`src/rtl/pipe_ctrl_pkg.sv`:
```
// Shared definitions for the pipeline sequencer: stage indices, FSM encoding,
// flush patterns and the stall-mask helper.
package pipe_ctrl_pkg;

    localparam int NSTAGE = 5;

    localparam int STG_IF  = 0;
    localparam int STG_ID  = 1;
    localparam int STG_EX  = 2;
    localparam int STG_MEM = 3;
    localparam int STG_WB  = 4;

    typedef enum logic {
        ST_RUN   = 1'b0,
        ST_FLUSH = 1'b1
    } state_e;

    // WB is never flushed: the faulting instruction has already left MEM.
    localparam logic [NSTAGE-1:0] FLUSH_BR   = 5'b00011;
    localparam logic [NSTAGE-1:0] FLUSH_EXCP = 5'b01111;

    function automatic logic [NSTAGE-1:0] stall_upto(input int k);
        logic [NSTAGE-1:0] m;
        m = '0;
        for (int i = 0; i < NSTAGE; i++) begin
            if (i <= k) m[i] = 1'b1;
        end
        return m;
    endfunction

endpackage

```
`src/rtl/pipe_ctrl_if.sv`:
```
// Request/control bundle between the core stages (master) and the
// pipeline sequencer (slave).
interface pipe_ctrl_if
    import pipe_ctrl_pkg::*;
#(
    parameter int CNT_W = 32
);
    logic              stallreq_id;
    logic              stallreq_ex;
    logic              stallreq_mem;
    logic              br_valid_i;
    logic [31:0]       br_pc_i;
    logic              excp_valid_i;
    logic [31:0]       excp_pc_i;
    logic [NSTAGE-1:0] stall;
    logic [NSTAGE-1:0] bubble;
    logic [NSTAGE-1:0] flush;
    logic              redirect_valid;
    logic [31:0]       redirect_pc;
    logic              in_flush;
    logic              stall_timeout;
    logic [CNT_W-1:0]  perf_stall_cycles;

    modport master (
        output stallreq_id, stallreq_ex, stallreq_mem,
        output br_valid_i, br_pc_i, excp_valid_i, excp_pc_i,
        input  stall, bubble, flush, redirect_valid, redirect_pc,
        input  in_flush, stall_timeout, perf_stall_cycles
    );

    modport slave (
        input  stallreq_id, stallreq_ex, stallreq_mem,
        input  br_valid_i, br_pc_i, excp_valid_i, excp_pc_i,
        output stall, bubble, flush, redirect_valid, redirect_pc,
        output in_flush, stall_timeout, perf_stall_cycles
    );
endinterface

```
`src/rtl/pipe_ctrl_wdog.sv`:
```
// Stall watchdog (saturating run-length counter with sticky timeout flag)
// and free-running stall-cycle performance counter.
module pipe_ctrl_wdog #(
    parameter int WDOG_LIMIT = 1023,
    parameter int CNT_W      = 32
) (
    input  logic             clk,
    input  logic             rst,
    input  logic             stall_i,
    output logic             timeout_o,
    output logic [CNT_W-1:0] perf_o
);
    localparam int WD_W = ($clog2(WDOG_LIMIT + 1) > 10) ? $clog2(WDOG_LIMIT + 1) : 10;

    logic [WD_W-1:0]  cnt_q, cnt_d;
    logic             tmo_q, tmo_d;
    logic [CNT_W-1:0] perf_q, perf_d;

    always_comb begin
        cnt_d  = '0;
        tmo_d  = tmo_q;
        perf_d = perf_q;
        if (stall_i) begin
            perf_d = perf_q + CNT_W'(1);
            cnt_d  = (cnt_q == WD_W'(WDOG_LIMIT)) ? cnt_q : cnt_q + WD_W'(1);
            // Flag rises on the same edge the count reaches the limit.
            if (cnt_q >= WD_W'(WDOG_LIMIT - 1)) tmo_d = 1'b1;
        end
    end

    always_ff @(posedge clk) begin
        if (rst) begin
            cnt_q  <= '0;
            tmo_q  <= 1'b0;
            perf_q <= '0;
        end else begin
            cnt_q  <= cnt_d;
            tmo_q  <= tmo_d;
            perf_q <= perf_d;
        end
    end

    assign timeout_o = tmo_q;
    assign perf_o    = perf_q;
endmodule

```
`src/rtl/pipe_ctrl.sv`:
```
// Central 5-stage pipeline sequencer: stall/bubble decode, branch and
// exception redirects, timed post-exception flush, watchdog and perf counter.
module pipe_ctrl
    import pipe_ctrl_pkg::*;
#(
    parameter int FLUSH_CYCLES = 2,
    parameter int WDOG_LIMIT   = 1023,
    parameter int CNT_W        = 32
) (
    input  logic          clk,
    input  logic          rst,
    pipe_ctrl_if.slave    bus
);
    localparam int FC_W = (FLUSH_CYCLES > 1) ? $clog2(FLUSH_CYCLES) : 1;

    state_e            state_q, state_d;
    logic [FC_W-1:0]   fcnt_q, fcnt_d;
    logic [NSTAGE-1:0] flush_q, flush_d;
    logic              rv_q, rv_d;
    logic [31:0]       rpc_q, rpc_d;
    logic [NSTAGE-1:0] stall, bubble;
    logic              excp_acc, br_acc;
    logic              perf_tmo;
    logic [CNT_W-1:0]  perf_cnt;

    always_ff @(posedge clk) begin
        if (rst) begin
            state_q <= ST_RUN;
            fcnt_q  <= '0;
            flush_q <= '0;
            rv_q    <= 1'b0;
            rpc_q   <= '0;
        end else begin
            state_q <= state_d;
            fcnt_q  <= fcnt_d;
            flush_q <= flush_d;
            rv_q    <= rv_d;
            rpc_q   <= rpc_d;
        end
    end

    // Next state plus the registered flush/redirect values for the next cycle.
    always_comb begin
        state_d = state_q;
        fcnt_d  = fcnt_q;
        flush_d = '0;
        rv_d    = 1'b0;
        rpc_d   = rpc_q;
        case (state_q)
            ST_RUN: begin
                if (excp_acc) begin
                    state_d = ST_FLUSH;
                    fcnt_d  = '0;
                    flush_d = FLUSH_EXCP;
                    rv_d    = 1'b1;
                    rpc_d   = bus.excp_pc_i;
                end else if (br_acc) begin
                    flush_d = FLUSH_BR;
                    rv_d    = 1'b1;
                    rpc_d   = bus.br_pc_i;
                end
            end
            ST_FLUSH: begin
                if (fcnt_q == FC_W'(FLUSH_CYCLES - 1)) begin
                    state_d = ST_RUN;
                end else begin
                    fcnt_d  = fcnt_q + FC_W'(1);
                    flush_d = FLUSH_EXCP;
                end
            end
            default: state_d = ST_RUN;
        endcase
    end

    // Same-cycle stall decode: the oldest requesting stage freezes itself and
    // everything younger, and injects a bubble into the stage just past it.
    always_comb begin
        stall    = '0;
        bubble   = '0;
        excp_acc = 1'b0;
        br_acc   = 1'b0;
        if (!rst && state_q == ST_RUN) begin
            if (bus.stallreq_mem) begin
                stall          = stall_upto(STG_MEM);
                bubble[STG_WB] = 1'b1;
            end else if (bus.stallreq_ex) begin
                stall           = stall_upto(STG_EX);
                bubble[STG_MEM] = 1'b1;
            end else if (bus.stallreq_id) begin
                stall          = stall_upto(STG_ID);
                bubble[STG_EX] = 1'b1;
            end
            excp_acc = bus.excp_valid_i && !bus.stallreq_mem;
            br_acc   = bus.br_valid_i && !stall[STG_EX] && !excp_acc;
        end
    end

    pipe_ctrl_wdog #(
        .WDOG_LIMIT (WDOG_LIMIT),
        .CNT_W      (CNT_W)
    ) u_wdog (
        .clk       (clk),
        .rst       (rst),
        .stall_i   (stall[STG_IF]),
        .timeout_o (perf_tmo),
        .perf_o    (perf_cnt)
    );

    assign bus.stall             = stall;
    assign bus.bubble            = bubble;
    assign bus.flush             = flush_q;
    assign bus.redirect_valid    = rv_q;
    assign bus.redirect_pc       = rpc_q;
    assign bus.in_flush          = (state_q == ST_FLUSH);
    assign bus.stall_timeout     = perf_tmo;
    assign bus.perf_stall_cycles = perf_cnt;
endmodule
```
`src/flat_wrapper.sv`:
```
// flat-port wrapper written by rule: the top's interface ports become plain ports
module pipe_ctrl_flat import pipe_ctrl_pkg::*;
#(
    parameter int FLUSH_CYCLES = 2,
    parameter int WDOG_LIMIT   = 1023,
    parameter int CNT_W        = 32
)
  (clk, rst, bus_stallreq_id, bus_stallreq_ex, bus_stallreq_mem, bus_br_valid_i, bus_br_pc_i, bus_excp_valid_i, bus_excp_pc_i, bus_stall, bus_bubble, bus_flush, bus_redirect_valid, bus_redirect_pc, bus_in_flush, bus_stall_timeout, bus_perf_stall_cycles);
  pipe_ctrl_if #(.CNT_W(CNT_W)) bus_i ();
  input  logic clk;
  input  logic rst;
  input wire logic [$bits(bus_i.stallreq_id)-1:0] bus_stallreq_id;
  input wire logic [$bits(bus_i.stallreq_ex)-1:0] bus_stallreq_ex;
  input wire logic [$bits(bus_i.stallreq_mem)-1:0] bus_stallreq_mem;
  input wire logic [$bits(bus_i.br_valid_i)-1:0] bus_br_valid_i;
  input wire logic [$bits(bus_i.br_pc_i)-1:0] bus_br_pc_i;
  input wire logic [$bits(bus_i.excp_valid_i)-1:0] bus_excp_valid_i;
  input wire logic [$bits(bus_i.excp_pc_i)-1:0] bus_excp_pc_i;
  output wire logic [$bits(bus_i.stall)-1:0] bus_stall;
  output wire logic [$bits(bus_i.bubble)-1:0] bus_bubble;
  output wire logic [$bits(bus_i.flush)-1:0] bus_flush;
  output wire logic [$bits(bus_i.redirect_valid)-1:0] bus_redirect_valid;
  output wire logic [$bits(bus_i.redirect_pc)-1:0] bus_redirect_pc;
  output wire logic [$bits(bus_i.in_flush)-1:0] bus_in_flush;
  output wire logic [$bits(bus_i.stall_timeout)-1:0] bus_stall_timeout;
  output wire logic [$bits(bus_i.perf_stall_cycles)-1:0] bus_perf_stall_cycles;
  assign bus_i.stallreq_id = bus_stallreq_id;
  assign bus_i.stallreq_ex = bus_stallreq_ex;
  assign bus_i.stallreq_mem = bus_stallreq_mem;
  assign bus_i.br_valid_i = bus_br_valid_i;
  assign bus_i.br_pc_i = bus_br_pc_i;
  assign bus_i.excp_valid_i = bus_excp_valid_i;
  assign bus_i.excp_pc_i = bus_excp_pc_i;
  assign bus_stall = bus_i.stall;
  assign bus_bubble = bus_i.bubble;
  assign bus_flush = bus_i.flush;
  assign bus_redirect_valid = bus_i.redirect_valid;
  assign bus_redirect_pc = bus_i.redirect_pc;
  assign bus_in_flush = bus_i.in_flush;
  assign bus_stall_timeout = bus_i.stall_timeout;
  assign bus_perf_stall_cycles = bus_i.perf_stall_cycles;
  pipe_ctrl #(.FLUSH_CYCLES(FLUSH_CYCLES), .WDOG_LIMIT(WDOG_LIMIT), .CNT_W(CNT_W)) u_core (.clk(clk), .rst(rst), .bus(bus_i));
endmodule
```
`config.mk`:
```
export PLATFORM = sky130hd
export DESIGN_NAME = pipe_ctrl_flat
export DESIGN_NICKNAME = d
export VERILOG_FILES = /design/src/rtl/pipe_ctrl_pkg.sv /design/src/rtl/pipe_ctrl_if.sv /design/src/rtl/pipe_ctrl_wdog.sv /design/src/rtl/pipe_ctrl.sv /design/src/flat_wrapper.sv
export SDC_FILE = /design/constraint.sdc
export NUM_CORES = 1
export LEC_CHECK = 0
export CAP_MARGIN = 0
export CORE_MARGIN = 10
export CORE_UTILIZATION = 47
export DETAILED_ROUTE_END_ITERATION = 16
export MAX_ROUTING_LAYER = met4
export PLACE_DENSITY = 0.88
export SYNTH_ARGS = -nofsm -noshare
export SYNTH_HDL_FRONTEND = slang
export SYNTH_SLANG_ARGS = --single-unit
```
`constraint.sdc`:
```
create_clock -name clk -period 2.9 [get_ports clk]
set_input_delay 0.58 -clock clk [delete_from_list [all_inputs] [get_ports clk]]
set_output_delay 0.58 -clock clk [all_outputs]
set_load 0.05 [all_outputs]
```
-- Word level (Yosys, flattened, before mapping)
Index checks and enable logic that the tools add are counted.
- register bits: 83
- output and inout bits: 82
- word-level logic and storage cells: 56
- add/subtract/negate cells: 3
- $lt $le $gt $ge: 1
- equality and inequality tests: 2
- mux-type cells: 27
- bitwise logic cells: 2
- reductions and logical operators: 13
- operators by type and width (kind ; number):
    $mux W32 ; 2
    $add A32 B1 Y32 const B ; 1
    $mux W5 ; 5
    $mux W1 ; 12
    $add A10 B1 Y10 const B ; 1
    $eq A10 B10 Y1 const B ; 1
    $ge A10 B10 Y1 const B ; 1
    $pmux W5 S2 ; 1
    $mux W2 ; 3
    $logic_and A1 B1 Y1 ; 4
    $logic_not A1 Y1 ; 4
    $mux W4 ; 1
    $pmux W1 S2 ; 2
    $reduce_and A2 Y1 ; 2
    $reduce_or A2 Y1 ; 2
    $mux W3 ; 1
    $ne A2 B1 Y1 const B ; 1
    $not A1 Y1 ; 2
    $reduce_bool A2 Y1 ; 1
    $add A1 B1 Y1 const B ; 1

-- Longest topological paths before layout
Gate-level depths: netlist of run 1.
- depth in word-level cells: 11
- mapped depth: 7
- mapped depth without buffers: 5

-- Cells and area by module
A second synthesis of run 1 with hierarchy kept.
- cell total of the unflattened synthesis: 410
- area, all modules: 3895.0 µm²
- by module, submodules not included (module ; times used ; cells an instance ; area an instance (µm²) ; seq. area each (µm²)):
    pipe_ctrl_wdog ; 1 ; 238 ; 2055.7 ; 860.8
    pipe_ctrl ; 1 ; 172 ; 1839.3 ; 720.7

-- Worst setup path before layout of run 1
OpenSTA, ideal clock, no wires.
- kind: in2out
- start point: input bus_stallreq_mem
- end point: output bus_stall[0]
- arrival time: 1.817 ns
- data required time: 2.320 ns
- slack: 0.503 ns
- cell stages on the path: 6
- cell sequence: or3_1 -> clkbuf_8 -> nand2_1 -> clkbuf_1 -> inv_1 -> buf_4
- longest elaborated chain between the ends: 3
- RTL lines (item ; line ; source):
    from (decl) ; flat_wrapper.sv:14 ; input wire logic [$bits(bus_i.stallreq_mem)-1:0] bus_stallreq_mem;
    $mux W5 ; pipe_ctrl.sv:83 ; if (bus.stallreq_mem) begin
    $mux W5 (2 in series) ; pipe_ctrl.sv:82 ; if (!rst && state_q == ST_RUN) begin
    to (decl) ; flat_wrapper.sv:19 ; output wire logic [$bits(bus_i.stall)-1:0] bus_stall;
No other way between the ends. The select of a mux whose other input is x is not followed.

-- Worst setup path after layout of run 1
- start point: input bus_stallreq_ex
- end point: output bus_stall[0]
- longest elaborated chain between the ends: 4
- RTL lines (item ; line ; source):
    from (decl) ; flat_wrapper.sv:13 ; input wire logic [$bits(bus_i.stallreq_ex)-1:0] bus_stallreq_ex;
    $mux W5 ; pipe_ctrl.sv:86 ; end else if (bus.stallreq_ex) begin
    $mux W5 ; pipe_ctrl.sv:83 ;
    $mux W5 (2 in series) ; pipe_ctrl.sv:82 ;
No other way between the ends. The select of a mux whose other input is x is not followed.

==> summary.txt, run 1 <==
Global routing
  – Antenna violations before repair: 0
  – Vias in the first global route: 3712
  – Met3 GRT Util: 10.0%
  – Congestion Overflow GR: 0
  – Largest net degree at the start of global routing: 67
  – GRT busiest layer: met2
  – Grt met1 use: 20.4%
  – Grt met2 use: 30.2%
  – First-pass GRT wire length: 18.3 mm
  – Gr usage total: 19.5%

Timing
  – Fmax: 399 MHz
  – Fin crit share: 86.5%
  – Hold Fails Final Rpt: 0
  – Final worst slack: 0.393 ns
  – Setup total negative slack: 0 ns
  – Slew Viols, Final: 0
  – RSZ-0062 raised after global routing: no
  – Worst-Margin Slew: 0.583 ns
  – Slew headroom: 61.0%
  – Worst Skew: 0.00871 ns
  – Setup Viol. Count Final: 0
  – Fin crit period: 2.51 ns
  – Final hold slack: 0.472 ns

Routing
  – Vias: 3696
  – Number of detailed-routing iterations run before antenna repair: 4
  – WL/cell: 17.6 um
  – DRT Wirelength: 11.5 mm
  – DR vias/cell: 5.65
  – DRC: 0
  – Detail Route Antenna Nets: 0
  – 1st-iter DRT viols: 154

Floorplanning
  – Initial Utilization: 48.6%
  – Die area: 12100 sq um
  – Die width: 110 um
  – Core area: 7810 sq um
  – # IOs: 153
  – Die height: 110 um
  – Cell Rows: 32

Critical path
  – Critical path type: input pin to output pin
  – Req. time, crit path: 2.32 ns
  – CP arrival: 1.93 ns
  – CP Max Fanout: 7
  – Crit. End Element: output pin
  – Crit start category: input pin
  – Setup slack, reg-to-reg: 0.72 ns

Clock tree
  – Worst skew pair latency: 0.35 ns
  – Reg clk slew, reported paths: 0.07 ns
  – Root buffer cell: clkbuf_8
  – Num CTS Buffers: 9
  – CTS Hold Bufs: 0
  – H-tree lvl count: 3
  – Post-CTS setup buffers: 0
  – # resized after CTS: 0
  – CTS sink count: 79
  – CTS tree: done
  – Longest Clk Path Bufs: 2

Cells and area
  – Final Instance Count excl. Fillers: 654
  – Fill cells: 607
  – Nets: 623
  – Area Growth Syn to Fin: 45.4%
  – Ant. Diodes: 0
  – Share of post-route cells with drive strength above 1: 7.07%
  – Fin area: 5520 sq um
  – Commonest non-fill, non-tap cell in the layout: clkdlybuf4s50_1
  – Commonest non-fill, non-tap cells in the layout: clkdlybuf4s50_1 (140), dfxtp_1 (79), nor2_1 (54)
  – End-of-flow core utilization: 70.6%

Yosys
  – Post-Synthesis Mean Instance Area: 9.10 sq um
  – Seq cells post-synth: 79
  – Synth Flop Type: dfxtp_1
  – Synthesized area: 3790 sq um
  – Cells after Synth: 417
  – Part of the Yosys area used for sequential elements: 41.7%
  – YS warnings: 0
  – Yosys cell types: 51
  – Post-synthesis async set-or-reset flop share: 0%
  – Post-synth EDFFs: 0

Pwr
  – Design Power: 2.65 mW
  – PwrDens: 480 nW/um^2
  – VDD IR max: 290 uV
  – Leakage: 1.90 nW

Flow run
  – Max cap viols: 0

Placement
  – IO buf count: 148
  – Post-DP HPWL: 8.81 mm
  – Gpl congestion: 0.902
  – Inst Count DP: 640
  – Placed cell areas: 5280 sq um
  – Dpl ws: 0.296 ns

Status
  – Status: completed

Worst hold path
  – Worst hold path class: flip-flop to flip-flop
-- synthesized netlist by cell type, types with 2 or more instances --
| master | count | area share [%] |
|---|---|---|
| a211oi_1 | 34 | 6.7 |
| a21oi_1 | 14 | 1.8 |
| and2_1 | 6 | 0.99 |
| and3_1 | 3 | 0.49 |
| and3_2 | 2 | 0.40 |
| and4_1 | 3 | 0.69 |
| buf_1 | 4 | 0.40 |
| buf_2 | 3 | 0.40 |
| buf_4 | 12 | 2.4 |
| buf_6 | 2 | 0.59 |
| clkbuf_1 | 11 | 1.1 |
| clkbuf_8 | 2 | 0.73 |
| dfxtp_1 | 79 | 42 |
| ha_1 | 3 | 0.99 |
| inv_1 | 7 | 0.69 |
| mux2_1 | 3 | 0.89 |
| mux2i_1 | 35 | 9.2 |
| nand2_1 | 20 | 2.0 |
| nand3_1 | 16 | 2.1 |
| nand3b_1 | 2 | 0.40 |
| nand4_1 | 14 | 2.3 |
| nand4_2 | 3 | 0.99 |
| nor2_1 | 54 | 5.3 |
| nor2b_1 | 5 | 0.82 |
| nor3_1 | 7 | 0.92 |
| nor4_1 | 3 | 0.49 |
| o21a_1 | 3 | 0.59 |
| o21ai_0 | 7 | 0.92 |
| o311ai_0 | 2 | 0.46 |
| o311ai_1 | 4 | 0.92 |
| o31ai_1 | 8 | 1.6 |
| o41ai_1 | 6 | 1.4 |
| or3_1 | 7 | 1.2 |
| or4_1 | 7 | 1.4 |
| xnor2_1 | 6 | 1.4 |
| xor2_1 | 5 | 1.2 |
-- report_power, final --
| part | leakage [nW] | total, mW | switching [mW] | internal [mW] |
|---|---|---|---|---|
| logic | 1.14 | 0.520 | 0.301 | 0.219 |
| clock network | 0.118 | 0.974 | 0.390 | 0.585 |
| registers | 0.642 | 1.15 | 0.0285 | 1.12 |
| total | 1.90 | 2.65 | 0.719 | 1.93 |
-- flip-flops by register name (all words and copies together), names as in the netlist --
register                   cells
u_core.bus.redirect_pc        32
u_core.u_wdog.perf_o          32
u_core.u_wdog.cnt_q           10
u_core.bus.flush               2
u_core.bus.redirect_valid      1
u_core.fcnt_q                  1
u_core.u_wdog.timeout_o        1
-- cells by family after synthesis --
group	Yosys count	share of synthesized area, %
buffers and inverters	42	6.60
adder cells (fa/ha/maj)	3	0.990
AND/OR/NAND/NOR	161	22.7
XOR/XNOR	11	2.54
AO/OA/AOI/OAI	82	15.3
multiplexers	38	10.1
flip-flops	79	41.7
other	1	0.0988
-- worst paths after layout --
check	from	to	cells after the start
setup / recovery	bus_stallreq_ex	bus_stall[0]	5
hold / removal	u_core.u_wdog.timeout_o	u_core.u_wdog.timeout_o	1
setup reg to reg	u_core.u_wdog.perf_o[5]	u_core.u_wdog.perf_o[26]	4
hold reg to reg	u_core.u_wdog.timeout_o	u_core.u_wdog.timeout_o	1
-- layout make-up --
class	instances	area, sq um	area share (%)
well taps	102	128	2.31
repair buffers	153	1570	28.5
clock inverters	4	95.1	1.72
flip-flops and latches	79	1580	28.7
inverters	7	26.3	0.476
clock buffers	10	138	2.50
multi-input cells	299	1980	35.8
-- critical path: stages --
cell and delay (ns):
clkdlybuf4s50_1 0.48, or3_1 0.41, nand2_1 0.11, inv_1 0.13, buf_4 0.22
-- routing by layer --
metal  vias to the layer above  part of all wire, %
met5                         -                    0
met4                         0                  2.0
met3                        17                   12
met2                       155                   47
met1                      1727                   39
li1                       1797                    -
No activity file was read; power rests on OpenSTA's default activity.
==> run 2: changes to the inputs <==
--- a/config.mk
+++ b/config.mk
@@ -8,9 +8,11 @@
 export CAP_MARGIN = 0
 export CORE_MARGIN = 10
 export CORE_UTILIZATION = 47
+export CTS_CLUSTER_SIZE = 10
 export DETAILED_ROUTE_END_ITERATION = 16
 export MAX_ROUTING_LAYER = met4
-export PLACE_DENSITY = 0.88
+export PLACE_DENSITY = 0.87
 export SYNTH_ARGS = -nofsm -noshare
 export SYNTH_HDL_FRONTEND = slang
+export SYNTH_HIERARCHICAL = 1
 export SYNTH_SLANG_ARGS = --single-unit
==> summary.txt, run 2 <==
Cells and area
  – Fin area: 5630 sq um
  – Register area: 1580 sq um
  – Commonest non-fill, non-tap cells in the layout: clkdlybuf4s50_1 (139), dfxtp_1 (79), mux2i_1 (65)
  – Final Instance Count excl. Fillers: 659
  – Ant. Diodes: 0
  – Area of the multi-input gates: 2110 sq um
  – Share of post-route cells with drive strength above 1: 9.57%
  – Nets: 623
  – Area Growth Syn to Fin: 44.5%
  – Commonest non-fill, non-tap cell in the layout: clkdlybuf4s50_1
  – Fill cells: 613

Yosys
  – YS warnings: 6
  – Synth Flop Type: dfxtp_1
  – Largest family of logic cells by synthesized area: simple AND/OR/NAND/NOR gates
  – Xor/xnor share of the synthesized area: 3.37%
  – Compound-cell area share of the yosys netlist: 7.55%
  – Post-Synthesis Mean Instance Area: 9.50 sq um
  – Cells after Synth: 410
  – Part of the Yosys area used for sequential elements: 40.6%
  – Seq cells post-synth: 79
  – Post-synthesis async set-or-reset flop share: 0%
  – Synthesized area: 3890 sq um
  – Largest cells by area after synthesis: dfxtp_1 (41%), mux2i_1 (17%), nand2b_1 (5.5%)
  – Synth Area in Simple Gates: 22.7%
  – Post-synth top cells: dfxtp_1 (79), mux2i_1 (65), nand2b_1 (34)
  – Mux cell area share after synthesis: 18.1%
  – Post-synth EDFFs: 0
  – Yosys top cell area share: 40.6%
  – Yosys cell types: 51
  – Top cell type by total area after synthesis: dfxtp_1
  – Synth Area in Adders: 0.964%
  – Most common cell in the netlist: dfxtp_1

Placement
  – Gpl congestion: 0.833
  – Inst Count DP: 643
  – IO buf count: 148
  – Placed cell areas: 5450 sq um
  – Post-DP HPWL: 8.62 mm

Critical path
  – Worst-path cell chain: clkdlybuf4s50_1 > buf_4 > nor3_2 > and3b_1 > buf_12
  – Crit-path max cell delay: 0.42 ns
  – CP arrival: 1.90 ns
  – Req. time, crit path: 2.32 ns
  – Crit. End Element: output pin
  – Setup slack, reg-to-reg: 0.62 ns
  – CP Max Fanout: 4
  – Reg-to-reg critical path startpoint: u_core/u_wdog/perf_o[9]
  – Reg2Reg Depth: 4
  – Worst r2r dst: u_core/u_wdog/perf_o[18]
  – CP max-delay cell: clkdlybuf4s50_1
  – Critical path type: input pin to output pin
  – Crit start category: input pin

Clock tree
  – Worst skew pair latency: 0.34 ns
  – CTS sink count: 79
  – CTS tree: done
  – Longest Clk Path Bufs: 2
  – Post-CTS setup buffers: 0
  – Root buffer cell: clkbuf_8
  – Num CTS Buffers: 9
  – CTS Hold Bufs: 0
  – H-tree lvl count: 3
  – # resized after CTS: 0
  – Reg clk slew, reported paths: 0.08 ns

Pwr
  – PwrDens: 431 nW/um^2
  – VDD IR max: 286 uV
  – Internal Pwr Total: 1.70 mW
  – Clock share of power: 29.8%
  – Sw Share: 29.9%
  – Part of the power in registers: 47.7%
  – Design Power: 2.42 mW
  – Combinational share of power: 22.5%
  – Leakage: 2.20 nW
  – P_sw: 0.725 mW

Floorplanning
  – Die area: 12300 sq um
  – # IOs: 153
  – Die height: 111 um
  – Die width: 111 um
  – Cell Rows: 33
  – Core area: 8130 sq um
  – Initial Utilization: 47.9%

Timing
  – RSZ-0062 raised after global routing: no
  – Setup Viol. Count Final: 0
  – Fin crit share: 85.6%
  – Worst-Margin Slew: 0.772 ns
  – Fmax: 403 MHz
  – Final hold slack: 0.478 ns
  – Slew headroom: 48.4%
  – Hold Fails Final Rpt: 0
  – Slew Viols, Final: 0
  – Fin crit period: 2.48 ns
  – Worst Skew: 0.0103 ns

Status
  – Status: completed

Routing
  – Vias: 3520
  – DRT Wirelength: 11.1 mm
  – Detail Route Antenna Nets: 0
  – DR vias/cell: 5.34
  – WL/cell: 16.8 um
  – 1st-iter DRT viols: 141
  – Number of detailed-routing iterations run before antenna repair: 4
  – DRC: 0

Global routing
  – Largest net degree at the start of global routing: 46
  – Congestion Overflow GR: 0
  – Gr usage total: 17.7%
  – Antenna violations before repair: 0
  – Vias in the first global route: 3672
  – First-pass GRT wire length: 17.9 mm

Flow run
  – Max cap viols: 0

Worst hold path
  – Worst Hold Depth: 2
  – Hold path startpoint: u_core/bus.redirect_pc[12]
  – Hold EP: u_core/bus.redirect_pc[12]
  – Worst hold path class: flip-flop to flip-flop
## run 2: layout make-up
cell class,count,share of cell area [%]
Sequential cell,79,28.1
Timing Repair Buffer,159,28.4
Clock inverter,5,0.600
Clock buffer,11,2.51
Tap cell,105,2.33
Inverter,8,0.534
Multi-Input combinational cell,292,37.5
## run 2: cells by family (layout without fill, tap and decap cells)
group,count (synthesis),count (layout)
compound gates,48,48
xor+xnor,15,15
fa+ha+maj,3,3
buf+inv,42,183
flops,79,79
mux,70,70
other cells,1,4
simple gates,152,152
## run 2: per-stage QoR
| step | utilization, % | TNS (ns) | worst slack [ns] |
|---|---|---|---|
| finish | 69.2 | 0 | 0.417 |
| global route | 69.2 | 0 | 0.342 |
| CTS | 69.2 | 0 | 0.406 |
| detailed placement | 67.0 | 0 | 0.0915 |
| global placement | 67.0 | 0 | 0.193 |
| floorplan | - | -0.108 | -0.108 |
## run 2: worst max-delay path by stage
stage                     startpoint                  endpoint  slack (ns)  cells past startpoint
finish              bus_stallreq_mem             bus_bubble[2]        0.42                      5
global route         bus_stallreq_ex  u_core/u_wdog/perf_o[29]        0.34                      7
CTS                 bus_stallreq_mem             bus_bubble[2]        0.41                      5
detailed placement   bus_stallreq_ex  u_core/u_wdog/perf_o[29]        0.09                      7
global placement    bus_stallreq_mem  u_core/u_wdog/perf_o[29]        0.19                      7
floorplan                        rst  u_core/u_wdog/perf_o[26]       -0.11                     10
## run 2: worst max-delay path: cells and delay by family
| family | cells | cell delay (ns) |
|---|---|---|
| buf+inv | 3 | 0.74 |
| simple gates | 2 | 0.58 |
## run 2: power groups by stage
stage	combinational, mW	sequential, mW	clock [mW]
final	0.544	1.16	0.722
after global routing	0.574	1.16	0.789
after CTS	0.549	1.16	0.744
after detailed placement	0.547	1.18	0
after global placement	0.539	1.18	0
after floorplan	0.194	1.31	0
## run 2: routing by layer
layer / vias up / GRT usage [%] / wire length [um]
met1: 1632 / 19.1 / 4590
met3: 10 / 9.31 / 1220
met2: 151 / 28.5 / 5160
met5: - / - / 0
met4: 0 / 3.86 / 100
li1: 1727 / - / -
==> run 3: changes to the inputs <==
--- a/config.mk
+++ b/config.mk
@@ -7,11 +7,12 @@
 export LEC_CHECK = 0
 export CAP_MARGIN = 0
 export CORE_MARGIN = 10
-export CORE_UTILIZATION = 47
+export CORE_UTILIZATION = 49
+export CTS_BUF_LIST = sky130_fd_sc_hd__clkbuf_4
 export CTS_CLUSTER_SIZE = 10
 export DETAILED_ROUTE_END_ITERATION = 16
 export MAX_ROUTING_LAYER = met4
-export PLACE_DENSITY = 0.87
+export PLACE_DENSITY = 0.91
 export SYNTH_ARGS = -nofsm -noshare
 export SYNTH_HDL_FRONTEND = slang
 export SYNTH_HIERARCHICAL = 1
==> summary.txt, run 3 (synthesized netlist as in run 2, its figures left out) <==
Status
  – Status: completed

Critical path
  – CP Max Fanout: 9
  – Req. time, crit path: 2.32 ns
  – Setup slack, reg-to-reg: 0.63 ns
  – CP arrival: 1.90 ns
  – Crit. End Element: output pin
  – Crit start category: input pin
  – Critical path type: input pin to output pin

Global routing
  – Largest net degree at the start of global routing: 50
  – Antenna violations before repair: 0
  – Vias in the first global route: 3634
  – Congestion Overflow GR: 0
  – Gr usage total: 18.5%
  – First-pass GRT wire length: 17.2 mm

Cells and area
  – Fin area: 5600 sq um
  – Commonest non-fill, non-tap cells in the layout: clkdlybuf4s50_1 (139), dfxtp_1 (79), mux2i_1 (65)
  – Fill cells: 521
  – Final Instance Count excl. Fillers: 654
  – Ant. Diodes: 0
  – Nets: 621
  – Area Growth Syn to Fin: 43.8%
  – Commonest non-fill, non-tap cell in the layout: clkdlybuf4s50_1
  – Share of post-route cells with drive strength above 1: 9.06%

Clock tree
  – Worst skew pair latency: 0.41 ns
  – Num CTS Buffers: 9
  – # resized after CTS: 0
  – CTS Hold Bufs: 0
  – H-tree lvl count: 3
  – Root buffer cell: clkbuf_4
  – Reg clk slew, reported paths: 0.12 ns
  – Longest Clk Path Bufs: 2
  – Post-CTS setup buffers: 0
  – CTS tree: done
  – CTS sink count: 79

Placement
  – Inst Count DP: 638
  – Dpl ws: 0.0413 ns
  – Post-DP HPWL: 8.68 mm
  – Placed cell areas: 5420 sq um
  – IO buf count: 148
  – Gpl congestion: 0.853

Floorplanning
  – # IOs: 153
  – Initial Utilization: 50.4%
  – Cell Rows: 32
  – Core area: 7730 sq um
  – Die width: 109 um
  – Die height: 109 um
  – Die area: 11900 sq um

Routing
  – 1st-iter DRT viols: 139
  – DRC: 0
  – Vias: 3603
  – Number of detailed-routing iterations run before antenna repair: 5
  – DR vias/cell: 5.51
  – DRT Wirelength: 11.1 mm
  – WL/cell: 16.9 um
  – Detail Route Antenna Nets: 0

Flow run
  – Max cap viols: 0

Timing
  – Final worst slack: 0.416 ns
  – Fmax: 403 MHz
  – RSZ-0062 raised after global routing: no
  – Slew Viols, Final: 0
  – Setup total negative slack: 0 ns
  – Fin crit period: 2.48 ns
  – Setup Viol. Count Final: 0
  – Worst Skew: 0.0149 ns
  – Final hold slack: 0.487 ns
  – Worst-Margin Slew: 0.748 ns
  – Slew headroom: 50.0%
  – Fin crit share: 85.7%
  – Hold Fails Final Rpt: 0

Pwr
  – Combinational share of power: 21.5%
  – Leakage: 2.20 nW
  – PwrDens: 448 nW/um^2
  – Sw Share: 28.5%
  – VDD IR max: 276 uV
  – Clock share of power: 32.3%
  – P_sw: 0.715 mW
  – Part of the power in registers: 46.2%
  – Internal Pwr Total: 1.79 mW

Worst hold path
  – Worst hold path class: flip-flop to flip-flop
[run 3: cell count changes in the layout (fill, tap and decap cells not counted), sizes merged]
cell / change
clkinv: +1
buf: -2
bufinv: +3
clkinvlp: -2
clkbuf: -2
[run 3: metrics by stage]
stage	total power [mW]	utilization, %
global placement	1.71	70.1
global route	2.59	72.5
CTS	2.52	72.5
detailed placement	1.72	70.1
floorplan	1.51	-
finish	2.51	72.5
[run 3: power groups by stage]
stage | combinational, mW | sequential, mW | clock (mW)
finish | 0.540 | 1.16 | 0.809
global route | 0.569 | 1.16 | 0.862
CTS | 0.544 | 1.16 | 0.822
detailed placement | 0.542 | 1.18 | 0
global placement | 0.533 | 1.18 | 0
floorplan | 0.194 | 1.31 | 0
[run 3: metal layers]
metal	GRT usage, %	up-vias	wire (um)
li1	-	1725	-
met1	19.9	1702	4450
met2	29.7	164	5180
met3	8.61	12	1330
met4	5.65	0	103
met5	-	-	0
[run 3: worst max-delay path, cell delays in order]
cell and delay, ns:
clkdlybuf4s50_1 0.47, nor3_1 0.39, nor3_4 0.09, buf_4 0.20, buf_12 0.16
[run 3: worst paths after layout]
kind	start	to	cells past startpoint
setup / recovery	bus_stallreq_ex	bus_stall[0]	5
hold / removal	u_core/bus.redirect_pc[15]	u_core/bus.redirect_pc[15]	2
setup reg to reg	u_core/u_wdog/perf_o[9]	u_core/u_wdog/perf_o[18]	4
hold reg to reg	u_core/bus.redirect_pc[15]	u_core/bus.redirect_pc[15]	2
[run 3: cell type report]
class	instances	area (sq um)	share of cell area, %
Clock buffer	9	67.6	1.21
Timing Repair Buffer	157	1570	28.1
Sequential cell	79	1580	28.2
Inverter	8	30.0	0.536
Multi-Input combinational cell	292	2110	37.7
Tap cell	102	128	2.28
Clock inverter	7	111	1.99
